$ cat config.mk
export PLATFORM = sky130hd
export DESIGN_NAME = wb_write_arbiter
export DESIGN_NICKNAME = d
export VERILOG_FILES = /design/src/rtl/wb_write_arbiter.sv
export SDC_FILE = /design/constraint.sdc
export NUM_CORES = 1
export LEC_CHECK = 0
export CAP_MARGIN = 15
export CORE_MARGIN = 5
export CORE_UTILIZATION = 35
export CTS_BUF_LIST = sky130_fd_sc_hd__clkbuf_4
export DETAILED_ROUTE_END_ITERATION = 10
export GPL_TIMING_DRIVEN = 0
export PLACE_DENSITY = 0.64
export SYNTH_ARGS = -nofsm -noshare
export SYNTH_HDL_FRONTEND = slang
export SYNTH_SLANG_ARGS = --single-unit
$ cat constraint.sdc
create_clock -name clk -period 2.5 [get_ports clk]
set_input_delay 0.5 -clock clk [delete_from_list [all_inputs] [get_ports clk]]
set_output_delay 0.5 -clock clk [all_outputs]
set_load 0.1 [all_outputs]
$ cat src/rtl/wb_write_arbiter.sv
// Write-back arbiter: merges never-stalled ALU results with FIFO-buffered load
// results onto the register bank's single write port, exporting a pending-load mask.
module wb_write_arbiter #(
    parameter int DEPTH  = 4,
    parameter int DATA_W = 32,
    parameter int ADDR_W = 5
) (
    input  logic                    clk,
    input  logic                    rst_n,
    input  logic                    AluValid,
    input  logic [ADDR_W-1:0]       AluReg,
    input  logic [DATA_W-1:0]       AluData,
    input  logic                    LoadValid,
    input  logic [ADDR_W-1:0]       LoadReg,
    input  logic [DATA_W-1:0]       LoadData,
    output logic                    LoadReady,
    output logic [ADDR_W-1:0]       WriteRegister,
    output logic [DATA_W-1:0]       WriteData,
    output logic                    RegWrite,
    output logic [(2**ADDR_W)-1:0]  Pending,
    output logic [$clog2(DEPTH):0]  FifoCount
);

    localparam int PTR_W = $clog2(DEPTH);
    localparam int CNT_W = PTR_W + 1;
    localparam int NREG  = 2**ADDR_W;
    localparam logic [CNT_W-1:0] FULL_CNT = CNT_W'(DEPTH);

    logic [PTR_W-1:0]  rd_ptr_q, rd_ptr_d, wr_ptr_q, wr_ptr_d;
    logic [CNT_W-1:0]  count_q, count_d;
    logic [DEPTH-1:0]  live_q, live_d;
    logic [ADDR_W-1:0] reg_mem  [DEPTH];
    logic [DATA_W-1:0] data_mem [DEPTH];

    logic [ADDR_W-1:0] wr_reg_q, wr_reg_d;
    logic [DATA_W-1:0] wr_data_q, wr_data_d;
    logic              reg_write_q, reg_write_d;
    logic [NREG-1:0]   pending;

    logic alu_issue, pop, push;

    assign LoadReady = rst_n & (count_q != FULL_CNT);
    assign alu_issue = AluValid && (AluReg != '0);
    assign pop       = !alu_issue && (count_q != '0);
    // Loads to register 0 complete the handshake but never occupy a slot.
    assign push      = LoadValid && LoadReady && (LoadReg != '0);

    always_comb begin
        // NOTE: every signal gets a default first so no path leaves it unassigned (no latch).
        live_d      = live_q;
        rd_ptr_d    = rd_ptr_q;
        wr_ptr_d    = wr_ptr_q;
        count_d     = count_q;
        wr_reg_d    = wr_reg_q;
        wr_data_d   = wr_data_q;
        reg_write_d = 1'b0;

        if (alu_issue) begin
            reg_write_d = 1'b1;
            wr_reg_d    = AluReg;
            wr_data_d   = AluData;
            // The ALU result is younger than every queued load to the same register.
            for (int k = 0; k < DEPTH; k++) begin
                if (reg_mem[k] == AluReg) live_d[k] = 1'b0;
            end
        end else if (pop) begin
            reg_write_d = live_q[rd_ptr_q];
            if (live_q[rd_ptr_q]) begin
                wr_reg_d  = reg_mem[rd_ptr_q];
                wr_data_d = data_mem[rd_ptr_q];
            end
            live_d[rd_ptr_q] = 1'b0;
            rd_ptr_d         = rd_ptr_q + PTR_W'(1);
        end

        // Applied after the kill so a same-cycle load to the killed register stays live.
        if (push) begin
            live_d[wr_ptr_q] = 1'b1;
            wr_ptr_d         = wr_ptr_q + PTR_W'(1);
        end

        case ({push, pop})
            2'b10:   count_d = count_q + CNT_W'(1);
            2'b01:   count_d = count_q - CNT_W'(1);
            default: count_d = count_q;
        endcase
    end

    always_comb begin
        pending = '0;
        for (int k = 0; k < DEPTH; k++) begin
            if (live_q[k]) pending[reg_mem[k]] = 1'b1;
        end
        pending[0] = 1'b0;
    end

    always_ff @(posedge clk) begin
        // NOTE: sequential state uses non-blocking assignments so all registers update together.
        if (!rst_n) begin
            rd_ptr_q    <= '0;
            wr_ptr_q    <= '0;
            count_q     <= '0;
            live_q      <= '0;
            wr_reg_q    <= '0;
            wr_data_q   <= '0;
            reg_write_q <= 1'b0;
        end else begin
            rd_ptr_q    <= rd_ptr_d;
            wr_ptr_q    <= wr_ptr_d;
            count_q     <= count_d;
            live_q      <= live_d;
            wr_reg_q    <= wr_reg_d;
            wr_data_q   <= wr_data_d;
            reg_write_q <= reg_write_d;
        end
    end

    // NOTE: entry storage is not reset; live bits and the count decide what is ever read.
    always_ff @(posedge clk) begin
        if (push) begin
            reg_mem[wr_ptr_q]  <= LoadReg;
            data_mem[wr_ptr_q] <= LoadData;
        end
    end

    assign WriteRegister = wr_reg_q;
    assign WriteData     = wr_data_q;
    assign RegWrite      = reg_write_q;
    assign Pending       = pending;
    assign FifoCount     = count_q;

endmodule

# Word level (Yosys, flattened, before mapping)

Memories as Yosys holds them, arrays and structs flattened. A register that Yosys moved wholly into a read port is not among the register bits.
Index checks and enable logic that the tools add are counted.

Input bits: 78
Register bits: 49
Memories: 2
Output and inout bits: 74
Logic and storage cells: 99
Memory bits (writable): 148

Order comparisons: 12
Mux-type cells: 40
Reduce and logical (&&, ||, !) cells: 19
$add $sub $neg: 4
Bitwise gates (word level): 8
Equality and inequality tests: 7

Memories:

| name     | depth | width | rd ports | clocked after memory_dff | wr ports | RTL line | text |
|---|---|---|---|---|---|---|---|
| data_mem | 4     | 32    | 1        | 1                        | 1        | 33       | `logic [DATA_W-1:0] data_mem [DEPTH];` |
| reg_mem  | 4     | 5     | 5        | 1                        | 1        | 32       | `logic [ADDR_W-1:0] reg_mem [DEPTH];` |

Operator list:

| cell                  | count |
|---|---|
| $mux W32              | 7 |
| $or A32 B32 Y32       | 3 |
| $lt A5 B6 Y1 const B  | 4 |
| $demux W1 S5          | 4 |
| $eq A5 B5 Y1          | 4 |
| $ge A5 B1 Y1 const B  | 4 |
| $mux W1               | 15 |
| $mux W5               | 3 |
| $mux W4               | 3 |
| $logic_and A1 B1 Y1   | 10 |
| $reduce_bool A5 Y1    | 2 |
| $mux W2               | 4 |
| $lt A2 B3 Y1 const B  | 2 |
| $pmux W3 S2           | 1 |
| $reduce_bool A2 Y1    | 3 |
| $add A2 B1 Y2 const B | 2 |
| $and A4 B4 Y4         | 1 |
| $demux W1 S2          | 2 |
| $ge A2 B1 Y1 const B  | 2 |
| $not A4 Y4            | 1 |
| $or A4 B4 Y4          | 1 |
| $reduce_and A2 Y1     | 2 |
| $add A3 B1 Y3 const B | 1 |
| $ne A3 B3 Y1 const B  | 1 |
| other kinds (8)       | 8 |

# Depth between registers and ports, before layout

Gate-level depths: netlist of run 1.
An unclocked memory read counts as a cell.

Word-level depth: 12
Mapped depth: 10
Gate-level depth less buffers: 10

# Least setup slack after synthesis of run 1

No wires, ideal clock.

Kind: register to output
Start: mem reg_mem[3][1]
End: out Pending[28]
Setup slack: -645 ps
Path buffers: 1
Data arrival time: 2,645 ps
Data required time: 2,000 ps
Cell stages (with the launch flop): 4
Cell sequence: edfxtp_1 or3b_2 clkbuf_1 o221ai_1

RTL lines:

| element         | RTL line | text |
|---|---|---|
| start, declared | 32       |  |
| end, declared   | 20       | `output logic [(2**ADDR_W)-1:0] Pending,` |

==> impl_metrics.toml, run 1 <==
[outcome]
status = "finished, violations left"
violations = "setup timing"

[logic_synthesis]
synth_nets = 727
synth_top_area_cell = "edfxtp_1"
synthMuxAreaShare = 0.0946
synth_warnings = 0
synth_seq_cells = 199
synth.distinct_cells = 45
synth_xor_area_frac = 0.0223
syn_area_sq_mm = 0.00905
synth_top_family_by_area = "simple AND/OR/NAND/NOR gates"
ys.flop_type = "edfxtp_1"
synth_edf_count = 148
synth.most_common_cell = "edfxtp_1"
synth_compound_area_frac = 0.106
syn_avg_cell_area_sq_um = 14.2
synthSimpleGateAreaFrac = 0.122
synthAdderAreaFrac = 0.0147
synthTopCellsByCount = "edfxtp_1, dfxtp_1, nor2_1"
yosysSeqAreaShare = 0.604
synth_top_area_frac = 0.491
postSynth.asyncResetShare = 0
synth_cells = 639
synthTopCellsByArea = "edfxtp_1, dfxtp_1, mux4_2"

[global_route]
grt_overflow_total = 0
met3_usage = 0.0342
antenna_found_initial = 4
grt_pass1_wl_mm = 39.0
grt_usage = 0.175
use_met1 = 0.227
grt_max_degree = 39
grtUsageMet2 = 0.294
grt_pass1_vias = 6671
busiest_layer = "met2"

[timing]
worstMarginPinSlew_ps = 1110
hold_slack_ps = 214
finalSetupViolCount = 31
final_hold_viol_count = 0
fin_ws_ps = -205
min_period_ps = 2710
maxSlewViolCount = 0
rsz0062_at_grt = "yes"
fin_skew_ps = 29.6
max_freq_mhz = 370
worst_slew_margin_rel = 0.257
fin_crit_sh = 1.08

[routing]
wl_per_cell_microns = 21.3
drtAntennaViolNets = 0
drt_iter0_drc = 477
drc = 0
first_pass_iters = 5
drt_wl_total_mm = 25.7
viasPerCell = 5.45
num_vias = 6575

[power_and_ir_drop]
ir_worst_vdd_mv = 0.299
leakagePower_uw = 0.00432
power_density_mw_per_mm2 = 580

[worst_hold_path]
min_path_cells = 3
hold_start = "AluReg[0]"
hold_end = "WriteRegister[0]$_SDFFE_PN0P_"
min_path_type = "input pin to register"

[critical_path]
crit_path_start_kind = "register"
crit_start = "reg_mem[2][1]$_DFFE_PP_"
crit_path_max_fanout = 4
rr_startpoint = "FifoCount[0]$_SDFFE_PN0P_"
r2r_end = "FifoCount[2]$_SDFFE_PN0P_"
r2r_cells = 10
cp_data_arrival_time_ps = 2210
crit_path_end_kind = "output port"
path_class = "register to output port"
crit_required_ps = 2000
rrSetupSlack_ps = 180

[clocking]
insertion_delay_ps = 580
clk_pin_slew_ps = 160
clock_sinks = 199
clock_path_buffers = 2
cts_tree = "yes"
cts_buffers = 17
htree_levels = 4
cts-root-buf = "clkbuf_4"

[floorplanning]
pin_count = 152
core-area_sq_mm = 0.0253
die_area_sq_mm = 0.0292
dieHeight_microns = 171
initial_core_util = 0.357
dieWidth_microns = 171
core.rowCount = 58

[placed_design]
place_area_sq_mm = 0.0111
hpwl_mm = 16.5
place_congestion = 0.905
place_ws_ps = -1060
numPortBuffers = 144

[finish]
final_area_sq_mm = 0.0126
drive_gt1_frac = 0.365
area_growth_pct = 39.2
fillCellCount = 2122
nets = 949

[run]
drv_cap = 0
==> power by group <==
part / internal (uW) / switching, uW / leakage, uW
Sequential: 3710 / 100 / 0.00177
Combinational: 626 / 1240 / 0.00241
Clock: 529 / 1110 / 0.000141
Total: 4860 / 2440 / 0.00432
==> worst max-delay path, stage by stage (launching register included) <==
cell and delay (ps):
edfxtp_1 490, nand3b_1 230, or4_4 440, o21ai_1 90
a221o_1 200, buf_12 190
==> layer usage <==
metal  up-vias  wire length, microns
met3        42                  1460
met2       233                 12900
li1       3007                     -
met5         -                    25
met1      3289                 10700
met4         4                   527
==> per-stage QoR <==
stage               utilization  setup TNS, ps  cells  total power (uW)
finish                    0.497          -3640   1206              7310
floorplan                     -          -1680    639              5190
global placement          0.439        -143100   1113              5710
detailed placement        0.439        -156260   1113              5730
global route              0.497          -7010   1206              7640
CTS                       0.488          -4190   1194              7370
==> cell families (layout without fill, tap and decap cells) <==
group	Yosys count	count (layout)
AO/OA/AOI/OAI	121	121
XOR/XNOR	23	23
adder cells (fa/ha/maj)	10	10
buffers and inverters	64	299
flip-flops	199	199
multiplexers	38	38
other	1	3
AND/OR/NAND/NOR	183	183
==> cells in the final DEF, fill, tap and decap left out, types with 5 or more instances in the layout <==
master / n
a21oi_1: 12
a221o_1: 13
a22oi_2: 11
a32oi_1: 5
and3_2: 5
buf_12: 24
buf_2: 12
buf_4: 51
buf_6: 29
buf_8: 6
clkbuf_1: 12
clkbuf_4: 20
clkbuf_8: 7
clkdlybuf4s50_1: 68
clkinvlp_4: 5
dfxtp_1: 48
dlygate4sd2_1: 41
edfxtp_1: 148
ha_1: 9
inv_1: 10
mux4_2: 38
nand2_1: 24
nand3_1: 5
nand3b_1: 12
nand4_1: 5
nor2_1: 42
nor2_2: 5
nor3_1: 7
nor3_2: 31
nor3b_4: 5
o221ai_1: 32
o221ai_4: 9
o22ai_2: 9
or3b_4: 5
xnor2_1: 9
xor2_1: 14
==> area by class of cell <==
type | count | area (sq um) | area share
sequential | 199 | 5480 | 0.435
clock inverter | 14 | 141 | 0.0112
antenna | 2 | 5.00 | 0.000397
clock buffer | 18 | 135 | 0.0107
inverter | 11 | 45.0 | 0.00358
timing repair buffer | 212 | 2240 | 0.178
buffer | 44 | 343 | 0.0272
tap | 330 | 413 | 0.0328
multi-input combinational | 376 | 3800 | 0.302
==> worst max-delay path by stage <==
stage	slack, ps	to	cells past startpoint
6_report	-210	Pending[1]	5
2_1_floorplan	-440	Pending[10]	3
5_1_grt	-290	Pending[19]	6
3_3_place_gp	-1100	Pending[16]	4
4_1_cts	-230	Pending[1]	5
3_5_place_dp	-1060	Pending[16]	4
==> what timing repair did <==
action,CTS,global route
cloned,2,0
setup endpoints to repair,227,180
hold buffers,0,0
buffers inserted,56,12
pin swaps,29,20
gates resized for setup,390,38
==> registers in the layout, indices dropped and copies added, names as in the netlist, named ones only <==
register,cells
FifoCount,3
RegWrite,1
WriteData,32
WriteRegister,5
data_mem,128
live_q,4
rd_ptr_q,2
reg_mem,20
wr_ptr_q,2
Power figures use the tool's default switching activity.
==> run 2, diff against run 1 <==
Settings changed: CORE_MARGIN 5 to 2.
==> impl_metrics.toml, run 2 (synthesis results as in run 1) <==
[global_route]
grt_pass1_vias = 6531
grt_overflow_total = 0
grt_pass1_wl_mm = 38.5
grt_usage = 0.191
grt_max_degree = 39
antenna_found_initial = 2

[worst_hold_path]
min_path_cells = 3
hold_end = "WriteRegister[0]$_SDFFE_PN0P_"
hold_start = "AluReg[0]"
min_path_type = "input pin to register"

[critical_path]
crit_path_start_kind = "register"
rrSetupSlack_ps = 160
cp_data_arrival_time_ps = 2220
r2r_cells = 10
path_class = "register to output port"
crit_required_ps = 2000
rr_startpoint = "FifoCount[0]$_SDFFE_PN0P_"
r2r_end = "FifoCount[2]$_SDFFE_PN0P_"
crit_path_max_fanout = 4
crit_path_end_kind = "output port"

[power_and_ir_drop]
leakagePower_uw = 0.00436
power_density_mw_per_mm2 = 586
p_total_uw = 7420
ir_worst_vdd_mv = 0.358

[floorplanning]
dieWidth_microns = 165
core-area_sq_mm = 0.0253
core.rowCount = 58
pin_count = 152
die_area_sq_mm = 0.0271
initial_core_util = 0.358
dieHeight_microns = 165

[finish]
drive_gt1_frac = 0.365
area.sequential_sq_mm = 0.00548
multi_input_area_sq_mm = 0.00383
fillCellCount = 2175
utilization = 0.501
top_register = "data_mem"
layout_common_cells = "edfxtp_1, clkdlybuf4s50_1, buf_4"
area_growth_pct = 40.0
nets = 950
final_common_cell = "edfxtp_1"
largest_reg_flops = 128

[timing]
final_hold_viol_count = 0
fin_crit_sh = 1.09
worstMarginPinSlew_ps = 1080
fin_ws_ps = -222
maxSlewViolCount = 0
max_freq_mhz = 367
rsz0062_at_grt = "yes"
timing.setup.tns_ps = -4020
fin_skew_ps = 25.9
finalSetupViolCount = 31
min_period_ps = 2720
worst_slew_margin_rel = 0.278

[routing]
drt_iter0_drc = 495
viasPerCell = 5.48
first_pass_iters = 5
drtAntennaViolNets = 0
drc = 0
drt_wl_total_mm = 26.0
wl_per_cell_microns = 21.5
num_vias = 6614

[placed_design]
numPortBuffers = 144
place_congestion = 0.862
hpwl_mm = 16.1

[clocking]
ctsHoldBuffers = 0
insertion_delay_ps = 590
clock_path_buffers = 2
htree_levels = 4
cts_buffers = 17
cts-root-buf = "clkbuf_4"
cts_tree = "yes"
clock_sinks = 199
clk_pin_slew_ps = 160

[outcome]
status = "finished, violations left"
violations = "setup timing"

[run]
drv_cap = 0
==> run 2: cell types whose count changed in the layout (fill, tap and decap cells not counted), moves of 2 or more <==
cell / before / now
nor3b_4: 5 / 8
clkinv_8: 1 / 3
nand3_1: 5 / 3
buf_6: 29 / 24
clkinv_2: 2 / 0
nor3b_2: 4 / 1
and3_2: 5 / 3
and3_1: 3 / 1
inv_8: 1 / 3
clkinvlp_4: 5 / 2
and3_4: 2 / 6
buf_4: 51 / 56
clkinv_1: 0 / 2
==> run 2: repair_timing <==
action,in CTS,in global routing
resized for setup,378,54
buffers inserted,49,18
pin swaps,25,25
endpoints found under the setup margin,227,130
gates cloned,1,1
==> run 2: worst max-delay path by stage <==
stage / endpoint / start / cells past startpoint / slack, ps
2_1_floorplan: Pending[10] / reg_mem[3][4]$_DFFE_PP_ / 3 / -440
3_3_place_gp: Pending[4] / reg_mem[0][0]$_DFFE_PP_ / 4 / -1010
3_5_place_dp: Pending[4] / reg_mem[0][0]$_DFFE_PP_ / 4 / -1020
4_1_cts: Pending[1] / reg_mem[2][1]$_DFFE_PP_ / 5 / -220
5_1_grt: Pending[7] / reg_mem[0][4]$_DFFE_PP_ / 6 / -310
6_report: Pending[1] / reg_mem[2][1]$_DFFE_PP_ / 5 / -220
==> run 2: worst max-delay path: stages, from the launching register on <==
cell      delay [ps]
edfxtp_1         500
nand3b_1         220
or4_1            420
o21ai_1          100
a221o_1          210
buf_12           190
==> run 2: layer usage <==
layer,GRT usage,vias to the layer above,share of wire,wire (microns)
li1,-,3012,-,-
met2,0.318,277,0.49,12600
met3,0.0497,52,0.069,1800
met4,0.0561,2,0.022,560
met1,0.247,3271,0.42,11000
met5,0,-,0.00046,12
==> run 2: layout make-up <==
cell class / instances / area share
plain buffers: 44 / 0.0271
inverters: 11 / 0.00326
diodes: 2 / 0.000395
repair buffers: 213 / 0.177
flip-flops and latches: 199 / 0.433
multi-input cells: 376 / 0.303
clock inverters: 14 / 0.0131
clock buffers: 18 / 0.0107
well taps: 330 / 0.0326
==> run 2: stage by stage <==
| stage | hold slack, ps | setup WS, ps | instance area (sq um) | instances |
|---|---|---|---|---|
| 2_1_floorplan | 500 | -441 | 9270 | 639 |
| 3_3_place_gp | 471 | -1010 | 11100 | 1113 |
| 3_5_place_dp | 488 | -1020 | 11100 | 1113 |
| 4_1_cts | 140 | -221 | 12300 | 1186 |
| 5_1_grt | 170 | -314 | 12700 | 1207 |
| 6_report | 186 | -222 | 12700 | 1207 |
==> run 2: power breakdown <==
| group | internal, uW | switching (uW) |
|---|---|---|
| Combinational | 632 | 1240 |
| Clock | 556 | 1180 |
| Sequential | 3710 | 104 |
